<file path="src/rtl/gf_mac_serial.sv">
// GF(2^N) add / bit-serial multiply / multiply-accumulate unit with valid/ready
// handshakes. One product every N cycles, MSB-first shift-and-reduce.
module gf_mac_serial #(
  parameter int unsigned     N    = 8,
  parameter logic [N-1:0]    POLY = 8'h1B
) (
  input  logic         clk,
  input  logic         rst,
  input  logic         in_valid,
  output logic         in_ready,
  input  logic [N-1:0] a,
  input  logic [N-1:0] b,
  input  logic [1:0]   op,
  output logic         out_valid,
  input  logic         out_ready,
  output logic [N-1:0] out,
  output logic [N-1:0] acc
);

  localparam int unsigned CW = $clog2(N);

  typedef enum logic [1:0] {IDLE, BUSY, DONE} state_e;
  typedef enum logic [1:0] {OP_ADD = 2'b00, OP_MUL = 2'b01,
                            OP_MAC = 2'b10, OP_CLR = 2'b11} op_e;

  state_e        state_q;
  op_e           op_q;
  logic [N-1:0]  a_q, b_q, p_q, p_d, out_q, acc_q;
  logic [CW-1:0] cnt_q;

  // One Horner step: multiply running product by x, reduce, add a if bit set.
  always_comb begin
    p_d = {p_q[N-2:0], 1'b0};
    if (p_q[N-1])    p_d = p_d ^ POLY;
    if (b_q[cnt_q])  p_d = p_d ^ a_q;
  end

  always_ff @(posedge clk) begin
    if (rst) begin
      state_q <= IDLE;
      op_q    <= OP_ADD;
      a_q     <= '0;
      b_q     <= '0;
      p_q     <= '0;
      cnt_q   <= '0;
      out_q   <= '0;
      acc_q   <= '0;
    end else begin
      case (state_q)
        IDLE: begin
          if (in_valid) begin
            a_q   <= a;
            b_q   <= b;
            op_q  <= op_e'(op);
            p_q   <= '0;
            cnt_q <= CW'(N - 1);
            case (op_e'(op))
              OP_ADD: begin
                out_q   <= a ^ b;
                state_q <= DONE;
              end
              OP_CLR: begin
                out_q   <= '0;
                acc_q   <= '0;
                state_q <= DONE;
              end
              default: state_q <= BUSY;
            endcase
          end
        end
        BUSY: begin
          p_q <= p_d;
          if (cnt_q == '0) begin
            state_q <= DONE;
            if (op_q == OP_MAC) begin
              out_q <= p_d ^ acc_q;
              acc_q <= p_d ^ acc_q;
            end else begin
              out_q <= p_d;
            end
          end else begin
            cnt_q <= cnt_q - CW'(1);
          end
        end
        DONE: begin
          if (out_ready) state_q <= IDLE;
        end
        default: state_q <= IDLE;
      endcase
    end
  end

  assign in_ready  = (state_q == IDLE);
  assign out_valid = (state_q == DONE);
  assign out       = out_q;
  assign acc       = acc_q;

endmodule
</file>
<file path="config.mk">
export PLATFORM = sky130hd
export DESIGN_NAME = gf_mac_serial
export DESIGN_NICKNAME = d
export VERILOG_FILES = /design/src/rtl/gf_mac_serial.sv
export SDC_FILE = /design/constraint.sdc
export NUM_CORES = 1
export LEC_CHECK = 0
export ABC_AREA = 1
export CORE_MARGIN = 8
export CORE_UTILIZATION = 35
export CTS_CLUSTER_SIZE = 25
export DETAILED_ROUTE_END_ITERATION = 6
export DONT_BUFFER_PORTS = 1
export SLEW_MARGIN = 40
export SYNTH_ARGS = -nofsm -noshare
export SYNTH_HDL_FRONTEND = slang
export SYNTH_SLANG_ARGS = --single-unit
export TNS_END_PERCENT = 100
</file>
<file path="constraint.sdc">
create_clock -name clk -period 2.7 [get_ports clk]
set_input_delay 0.405 -clock clk [delete_from_list [all_inputs] [get_ports clk]]
set_output_delay 0.405 -clock clk [all_outputs]
set_load 0.01 [all_outputs]
</file>
== Word level (Yosys, flattened, before mapping) ==
Index checks and enable logic that the tools add are counted.
Word-level totals
  register bits: 47
  bits of input ports: 22
  output and inout port bits: 18
  logic and storage cells: 60
Operators by class
  add/sub/neg operators: 1
  order comparisons: 1
  eq/ne operators: 11
  muxes and demuxes: 24
  bitwise operators: 4
  reductions and logical operators: 11
Operator list (count)
  $mux W8: 9
  $pmux W8 S2: 4
  $xor A8 B8 Y8: 3
  $mux W2: 4
  $ne A2 B2 Y1 const B: 4
  $eq A2 B2 Y1 const B: 3
  $mux W3: 2
  $pmux W2 S3: 1
  $pmux W3 S2: 1
  $reduce_and A3 Y1: 2
  $mux W5: 1
  $reduce_and A5 Y1: 1
  $logic_not A2 Y1: 2
  $lt A3 B4 Y1 const B: 1
  $ne A2 B1 Y1 const B: 2
  $not A4 Y4: 1
  $reduce_and A2 Y1: 2
  $reduce_and A4 Y1: 1
  $bmux W1 S3: 1
  $logic_not A3 Y1: 1
  $ne A3 B1 Y1 const B: 1
  $sub A3 B1 Y3 const B: 1
  $eq A2 B1 Y1 const B: 1
  $reduce_bool A2 Y1: 1
  2 further kinds: 2

== Longest topological paths before layout ==
  depth in word-level cells: 8
  mapped depth: 12
  depth with buffers taken out: 11

== Worst setup path after synthesis ==
Ideal clock, no wire load.
  path kind: input port to flip-flop
  start point: in op[0]
  end point: reg acc_q[0], in the netlist acc[0]
  arrival: 1.453 ns
  data required time: 2.630 ns
  path slack: 1.177 ns
  stages: 7
  path through: ha_1 > clkinv_1 > o21ai_1 > o211ai_4 > nor2_4 > nand2_1 > a21oi_1
Between the ends
  cells in the longest elaborated chain, start to end: 3
RTL lines
  from (decl): RTL line 13  | input logic [1:0] op,
  $eq A2 B2 Y1: RTL line 57  | case (op_e'(op))
  $ne A2 B1 Y1 (no source line)
  $reduce_and A5 Y1 (no source line)
  to (signal assigned): RTL line 77  | acc_q <= p_d ^ acc_q;
  to (decl): RTL line 28  | logic [N-1:0] a_q, b_q, p_q, p_d, out_q, acc_q;
Every way passes these cells.
A chain may end at the register's enable or synchronous reset.

== Worst setup path in the final report ==
  start point: reg state_q[0]
  end point: reg acc_q[7], in the netlist acc[7]
Between the ends
  cells in the longest elaborated chain, start to end: 3
  elaborated cells between the ends (all ways): 9
  classes of those cells: eq/ne: 5; mux: 1; reduce/logical: 3
RTL lines
  from (decl): RTL line 26  | state_e state_q;
  from (signal assigned): RTL line 40  | state_q <= IDLE;
  from (signal assigned): RTL line 60  | state_q <= DONE;
  from (signal assigned): RTL line 65  | state_q <= DONE;
  $eq A2 B1 Y1 or $logic_not A2 Y1 (tied branches): RTL line 49  | case (state_q)
  $ne A2 B2 Y1 (no source line), or another cell as far along
  $reduce_and A5 Y1 (no source line)
Several ways; a longest one is shown, not always the timed one.

==> flow_metrics.tcl <==
set metrics [dict create \
    worst_slew_pin_slew_ns 0.682 \
    ios 40 \
    antenna_left 0 \
    synth-compound-area-share_pct 17.6 \
    multi_input_area_sq_um 1510 \
    syn_area_sq_um 2670 \
    drtIter0Drc 159 \
    post-route-drc-count 0 \
    port-buffer-count 0 \
    layout_commonest_cell "nand2_1" \
    fin_worst_skew_ns 0.00426 \
    rows 32 \
    syn_inst 382 \
    hp-class "in -> reg" \
    max_freq_mhz 524 \
    core-area_sq_um 7570 \
    htree_levels 2 \
    clk_transition_reported_paths_ns 0.09 \
    power_density_nw_per_um2 785 \
    power_switching_uw 870 \
    setup_viol 0 \
    cp_common_cell "nor2_4" \
    status "complete, no violations" \
    register_area_sq_um 941 \
    final.min_clock_period_ns 1.91 \
    place_inst 473 \
    switching_share_pct 38.5 \
    numCtsBuffers 5 \
    hold_buffers 0 \
    path_cells "inv_2 -> nor2_4 -> nand2_2 -> o21ai_1 -> o211ai_4 -> nor2_4 -> nand2_1 -> a21oi_1" \
    clock-sinks 47 \
    die_area_sq_um 10700 \
    avgSynthCellArea_sq_um 6.99 \
    hpwl_um 5410 \
    worst_ep_arrival_time_ns 2.15 \
    crit_fanout 12 \
    rsz0062_at_grt "no" \
    ys_seq_elements 47 \
    syn-num-nets 408 \
    maxCapViolCount 0 \
    synth_fa_ha_area_share_pct 1.87 \
    drive_gt1_share_pct 8.97 \
    relSlewSlack_pct 54.5 \
    crit_type "reg -> reg" \
    cts_resized 0 \
    sequentialPowerShare_pct 38.7 \
    n_antenna_cell 0 \
    layout_common_cells "nand2_1, dfxtp_1, nand3_1, a21oi_1, inv_1" \
    synthMuxAreaShare_pct 0 \
    cts_setup_buffers 0 \
    viasPerCell 5.15 \
    ir_drop_mv 0.410 \
    synth-seq-area-share_pct 35.2 \
    place_area_sq_um 2750 \
    areaGrowthSynthToFinish_pct 7.87 \
    worstPathRequired_ns 2.94 \
    via_count 2479 \
    nFillCells 810 \
    pwr-share-comb_pct 33.5 \
    antenna_found_initial 0 \
    startpoint_type "flop" \
    cts_tree "built" \
    clock_latency_ns 0.30 \
    yosysUniqueCellTypes 33 \
    cp-end-kind "flop" \
    die_w_um 103 \
    post-route-period-util_pct 70.7 \
    first_global_vias 2372 \
    grt.overflow.total 0 \
    final_max_slew_viol_count 0 \
    layoutNonFillerInstCount 481 \
    die_y_um 103 \
    grt_use_total_pct 14.7 \
    synth_xor_area_share_pct 4.26 \
    p_leak_uw 0.00117 \
    wl_per_cell_um 15.3 \
    start_util_pct 35.3 \
    root_buffer "clkbuf_8" \
    cpMaxStageDelayCell "dfxtp_1" \
    timing.rr.start "state_q[0]" \
    synth_top_family_by_area "simple AND/OR/NAND/NOR gates" \
    synth-simple-area-share_pct 32.9 \
    ys_warn_count 0 \
    startpoint "state_q[0]" \
    path_buf_inv 1 \
    final_area_sq_um 2880 \
    wirelength_um 7370 \
    cts_buffer_depth 2 \
    grt_pass1_wl_um 12200 \
    p_clk_share_pct 27.8 \
    grt_max_degree 32 \
    dr.pass1.iters 4 \
    min_from "rst" \
    finalHoldViolations 0 \
    cpPeakStageDelay_ns 0.43 \
    path_delay_family "simple AND/OR/NAND/NOR gates" \
    place_congestion 0.884 \
    nets 404 \
    tns_ns 0 \
    p_int_uw 1390 \
]
-- Yosys cell counts (all sizes together) --
library cell / instances / area [sq um]
o211ai: 1 / 21.3
a21oi: 40 / 219
ha: 4 / 50.1
nand2: 106 / 415
o31ai: 1 / 7.51
nor2: 20 / 108
inv: 40 / 153
clkbuf: 9 / 35.0
nand3: 45 / 265
nor3: 2 / 10.0
a311oi: 1 / 8.76
nor4: 1 / 6.26
a31oi: 9 / 56.3
buf: 3 / 26.3
o21ai: 29 / 156
clkinv: 1 / 3.75
xor2: 13 / 114
dfxtp: 47 / 941
nand3b: 10 / 75.1
-- per-stage QoR --
stage	utilization (%)	hold WS [ns]	power (uW)	worst slack (ns)
final	38.1	0.154	2260	0.791
after global routing	38.1	0.135	2420	0.623
after CTS	38.1	0.147	2260	0.821
after detailed placement	36.3	0.451	1640	0.836
after global placement	36.3	0.447	1640	0.884
after floorplan	-	0.429	1490	1.18
-- path summary, 6_finish.rpt --
path	end	slack, ns	cells past startpoint
worst min-delay path	p_q[5]	0.15	1
worst max register to register	acc[7]	0.79	8
worst min register to register	b_q[0]	0.46	2
worst max-delay path	acc[7]	0.79	8
-- sequential cells by signal, indices dropped and copies added, names as in the netlist --
name / cells
b_q: 8
out: 8
acc: 8
state_q: 2
p_q: 8
cnt_q: 3
op_q: 2
a_q: 8
-- logic make-up (layout without fill, tap and decap cells) --
group                      count (synthesis)  after routing
adders and majority gates                  4              4
buffers and inverters                     53             50
xor gates and xnor gates                  13             13
AOI/OAI and AO/OA                         81             81
and+or+nand+nor                          184            184
DFF                                       47             47
-- final cells by class --
class	count	share of cell area [%]
clock inverters	3	2.34
flip-flops and latches	47	32.7
inverters	41	5.43
well taps	102	4.43
repair buffers	1	0.261
clock buffers	5	2.39
multi-input cells	282	52.5
-- power by group through the flow --
stage / sequential (uW) / clock (uW) / combinational, uW
global placement: 890 / 0 / 750
finish: 875 / 630 / 757
floorplan: 864 / 0 / 629
detailed placement: 891 / 0 / 749
CTS: 876 / 635 / 753
global route: 888 / 668 / 864
-- per-layer routing --
metal  vias to the layer above  GRT usage (%)  wire length [um]
met3                         7           4.42               540
met4                         0           3.11                65
li1                       1255              -                 -
met2                        64           23.5              3310
met5                         -              0                 0
met1                      1153           18.9              3450
(Power assumes the default switching activity.)
==> variant 1 (config.mk and constraints unchanged) <==
Re-encode `state_e` (3 states) as one-hot, 3 bits wide.
--- a/src/rtl/gf_mac_serial.sv
+++ b/src/rtl/gf_mac_serial.sv
@@ -21,3 +21,3 @@
 
-  typedef enum logic [1:0] {IDLE, BUSY, DONE} state_e;
+  typedef enum logic [2:0] {IDLE = 3'b001, BUSY = 3'b010, DONE = 3'b100} state_e;
   typedef enum logic [1:0] {OP_ADD = 2'b00, OP_MUL = 2'b01,
Check against the original RTL: same outputs for any inputs over 4 cycles, from zero or initial values and one cycle with rst high; so few cycles prove little.
==> variant 1 against the unedited design <==
Final area rose by 5.7%; area after synthesis rose by 7.2%; hold slack got worse by 0.012 ns; critical path depth rose by 1; global-route usage fell by 0.59 points; total power rose by 9.0%; wire length rose by 6.3%; first-iteration DRC count rose by 30%; worst setup slack improved by 0.066 ns; largest cell class unchanged; sequential cell count rose by 1; non-clock buffer count rose by 2; count of clock-buffer cells in the layout rose by 1.
==> variant 1: results <==
{
  "outcome": "completed",
  "clock_area_share_pct": 3.53,
  "multi_input_area_mm2": 0.00162,
  "num-nonclk-inverters": 54,
  "p_comb_share_pct": 40.1,
  "cts_sinks": 48,
  "num-nonclk-buffers": 3,
  "p_sw_share_pct": 42.3,
  "yosysSeqAreaShare_pct": 33.6,
  "crit_path_top_delay_cell": "dfxtp_1",
  "placedCellCount": 521,
  "arrival_ns": 2.05,
  "fillers": 902,
  "via_count": 2725,
  "synth.area.top_cells": "dfxtp_1, nand2_1, nand3_1, a21oi_1, inv_1",
  "post-route-cell-area_mm2": 0.00305,
  "nClkBuffers": 6,
  "diodes": 0,
  "instances_no_fill": 529,
  "slew_headroom_pct": 59.2,
  "drt_iter0_drc": 206,
  "buffer_area_share_pct": 0.740,
  "synth.top_cells.by_count": "nand2_1, nand3_1, dfxtp_1, inv_1, a21oi_1",
  "hp-class": "input port to flip-flop",
  "seq-cell-share_pct": 31.6,
  "gp_congestion": 0.849,
  "place_area_mm2": 0.00294,
  "async_reset_ff_share_pct": 0,
  "grt_pass1_wl_um": 12900,
  "timing.fmax_mhz": 543,
  "power_uw": 2460,
  "fin_skew_ns": 0.0159,
  "grt_use_total_pct": 14.1,
  "dr.pass1.iters": 5,
  "pre_cts_ws_ns": 0.860,
  "root_buffer": "clkbuf_8",
  "whs_ns": 0.142,
  "grt_max_degree": 31,
  "peakVddDrop_v": 0.000379,
  "drive_above_1_share_pct": 8.49,
  "p_leak_uw": 0.00136,
  "fin_nets": 449,
  "wl_per_cell_um": 14.8,
  "synth_cells": 429,
  "p_seq_uw": 942,
  "post-dp-hpwl_um": 5740,
  "syn-num-nets": 455,
  "crit_path_max_incr_delay_ns": 0.47,
  "finalSetupTns_ns": 0,
  "yosys_warnings": 0,
  "grt_pass1_vias": 2505,
  "path_max_fanout": 17,
  "ys_types": 32,
  "multi_input_cells": 311
}
variant 1: cells by family (layout without fill, tap and decap cells):
| kind of cell | Yosys count | in the layout | synth area share [%] |
|---|---|---|---|
| compound gates | 82 | 82 | 16.0 |
| simple gates | 220 | 220 | 37.2 |
| flops | 48 | 48 | 33.6 |
| fa+ha+maj | 4 | 4 | 1.75 |
| buf+inv | 70 | 65 | 10.0 |
| xor+xnor | 5 | 5 | 1.53 |
variant 1: metal layers:
| metal | track usage, % | up-vias | share of wire, % |
|---|---|---|---|
| li1 | - | 1381 | - |
| met1 | 18.1 | 1251 | 44 |
| met2 | 22.1 | 79 | 47 |
| met3 | 3.75 | 14 | 6.4 |
| met4 | 5.03 | 0 | 2.1 |
| met5 | 0 | - | 0 |
variant 1: worst paths after layout:
check             cells past startpoint        from  endpoint
hold / removal                        1         rst    acc[4]
hold reg to reg                       2      b_q[2]    b_q[2]
setup reg to reg                      9  state_q[1]    out[0]
setup / recovery                      9  state_q[1]    out[0]
==> variant 2 (config.mk and constraints unchanged) <==
Without the edit above. `N`: 8 -> 16.
--- a/src/rtl/gf_mac_serial.sv
+++ b/src/rtl/gf_mac_serial.sv
@@ -3,3 +3,3 @@
 module gf_mac_serial #(
-  parameter int unsigned     N    = 8,
+  parameter int unsigned     N    = 16,
   parameter logic [N-1:0]    POLY = 8'h1B
Ports: changed (resized a, acc, b and out); port bits go from 40 to 72. No check against the original RTL was run, so the function may have changed too.
==> variant 2 against the unedited design <==
Total power is 84% higher; area after synthesis increased by 79%; final area is 79% higher; combinational power is 70% higher; wire length is 95% higher; non-clock buffer count up 8; sequential cell count grew 41; worst setup slack got worse by 0.25 ns.
==> variant 2: results <==
{
  "path_max_fanout": 17,
  "outcome": "completed",
  "root_buffer": "clkbuf_16",
  "grt_pass1_vias": 4320,
  "hp-class": "input port to flip-flop",
  "post-dp-hpwl_um": 10300,
  "grt_max_degree": 48,
  "grt_pass1_wl_um": 23100,
  "place_area_mm2": 0.00485,
  "gp_congestion": 0.895,
  "synth.top_cells.by_count": "nand2_1, dfxtp_1, nand3_1, a21oi_1, o21ai_0",
  "synth.area.top_cells": "dfxtp_1, nand2_1, nand3_1, a21oi_1, xor2_1",
  "syn-num-nets": 718,
  "arrival_ns": 2.44,
  "yosysSeqAreaShare_pct": 36.9,
  "cts.htree.levels": 3,
  "yosys_warnings": 0,
  "drive_above_1_share_pct": 7.84,
  "diodes": 0,
  "clk_pin_slew_worst_paths_ns": 0.06,
  "grt_use_total_pct": 16.2,
  "drt_iter0_drc": 338,
  "cts_resized": 0,
  "dr.pass1.iters": 4,
  "cts_made_buffers": 9,
  "via_per_inst": 5.36,
  "ys_types": 31,
  "antenna_found_initial": 0,
  "cts_max_path_buffers": 2,
  "slew_headroom_pct": 51.0,
  "fin_nets": 700,
  "peakVddDrop_v": 0.000404,
  "port_buffers": 0,
  "routed_wl_um": 14300,
  "fin_skew_ns": 0.00663,
  "clk_latency_ns": 0.34,
  "p_leak_uw": 0.00218,
  "pre_cts_ws_ns": 0.561,
  "post-cts-setup-buffers": 0
}
==> variant 2: path summary, 6_finish.rpt <==
path	from	endpoint	slack [ns]	cells past startpoint
max reg2reg	cnt_q[0]	out[4]	0.54	10
max	cnt_q[0]	out[4]	0.54	10
min reg2reg	b_q[15]	b_q[15]	0.46	2
min	rst	cnt_q[2]	0.13	1
==> variant 2: cell families (layout without fill, tap and decap cells) <==
group,after synthesis,in the layout,synth area share [%]
DFF,88,88,36.9
buffers and inverters,90,76,8.44
adders and majority gates,3,3,0.787
and+or+nand+nor,317,317,31.3
xor gates and xnor gates,32,32,5.87
AOI/OAI and AO/OA,147,147,16.6
==> variant 2: area by class of cell <==
class | count | area, um2
Multi-Input combinational cell | 499 | 2610
Clock inverter | 5 | 57.6
Fill cell | 1347 | 8150
Tap cell | 176 | 220
Clock buffer | 10 | 239
Timing Repair Buffer | 9 | 67.6
Sequential cell | 88 | 1760
Inverter | 52 | 198
==> variant 2: layer usage <==
metal	part of all wire (%)	GRT usage, %	up-vias
met5	0	0	-
li1	-	-	2208
met3	7.1	4.09	21
met2	48	26.9	138
met4	2.1	6.31	0
met1	43	19.7	2129
==> variant 2: report_power, final <==
group          total [uW]  leakage (uW)  internal [uW]  switching [uW]
registers            1610      0.000722           1450             159
clock network        1250      0.000148            737             515
logic                1290       0.00131            409             886
total                4160       0.00218           2600            1560
==> variant 2: worst max-delay path, stage by stage (launching register included) <==
cell	delay [ns]
dfxtp_1	0.43
inv_2	0.18
ha_1	0.16
inv_1	0.05
o21ai_2	0.18
o21ai_4	0.12
a21oi_4	0.21
nand2_4	0.18
inv_2	0.29
o21ai_0	0.14
a21oi_1	0.14
==> variant 2: stage by stage <==
step / hold WS (ns) / util, % / std cells
finish: 0.132 / 38.7 / 839
global route: 0.122 / 38.7 / 839
CTS: 0.123 / 38.7 / 839
detailed placement: 0.450 / 36.5 / 824
global placement: 0.452 / 36.5 / 824
floorplan: 0.429 / - / 677
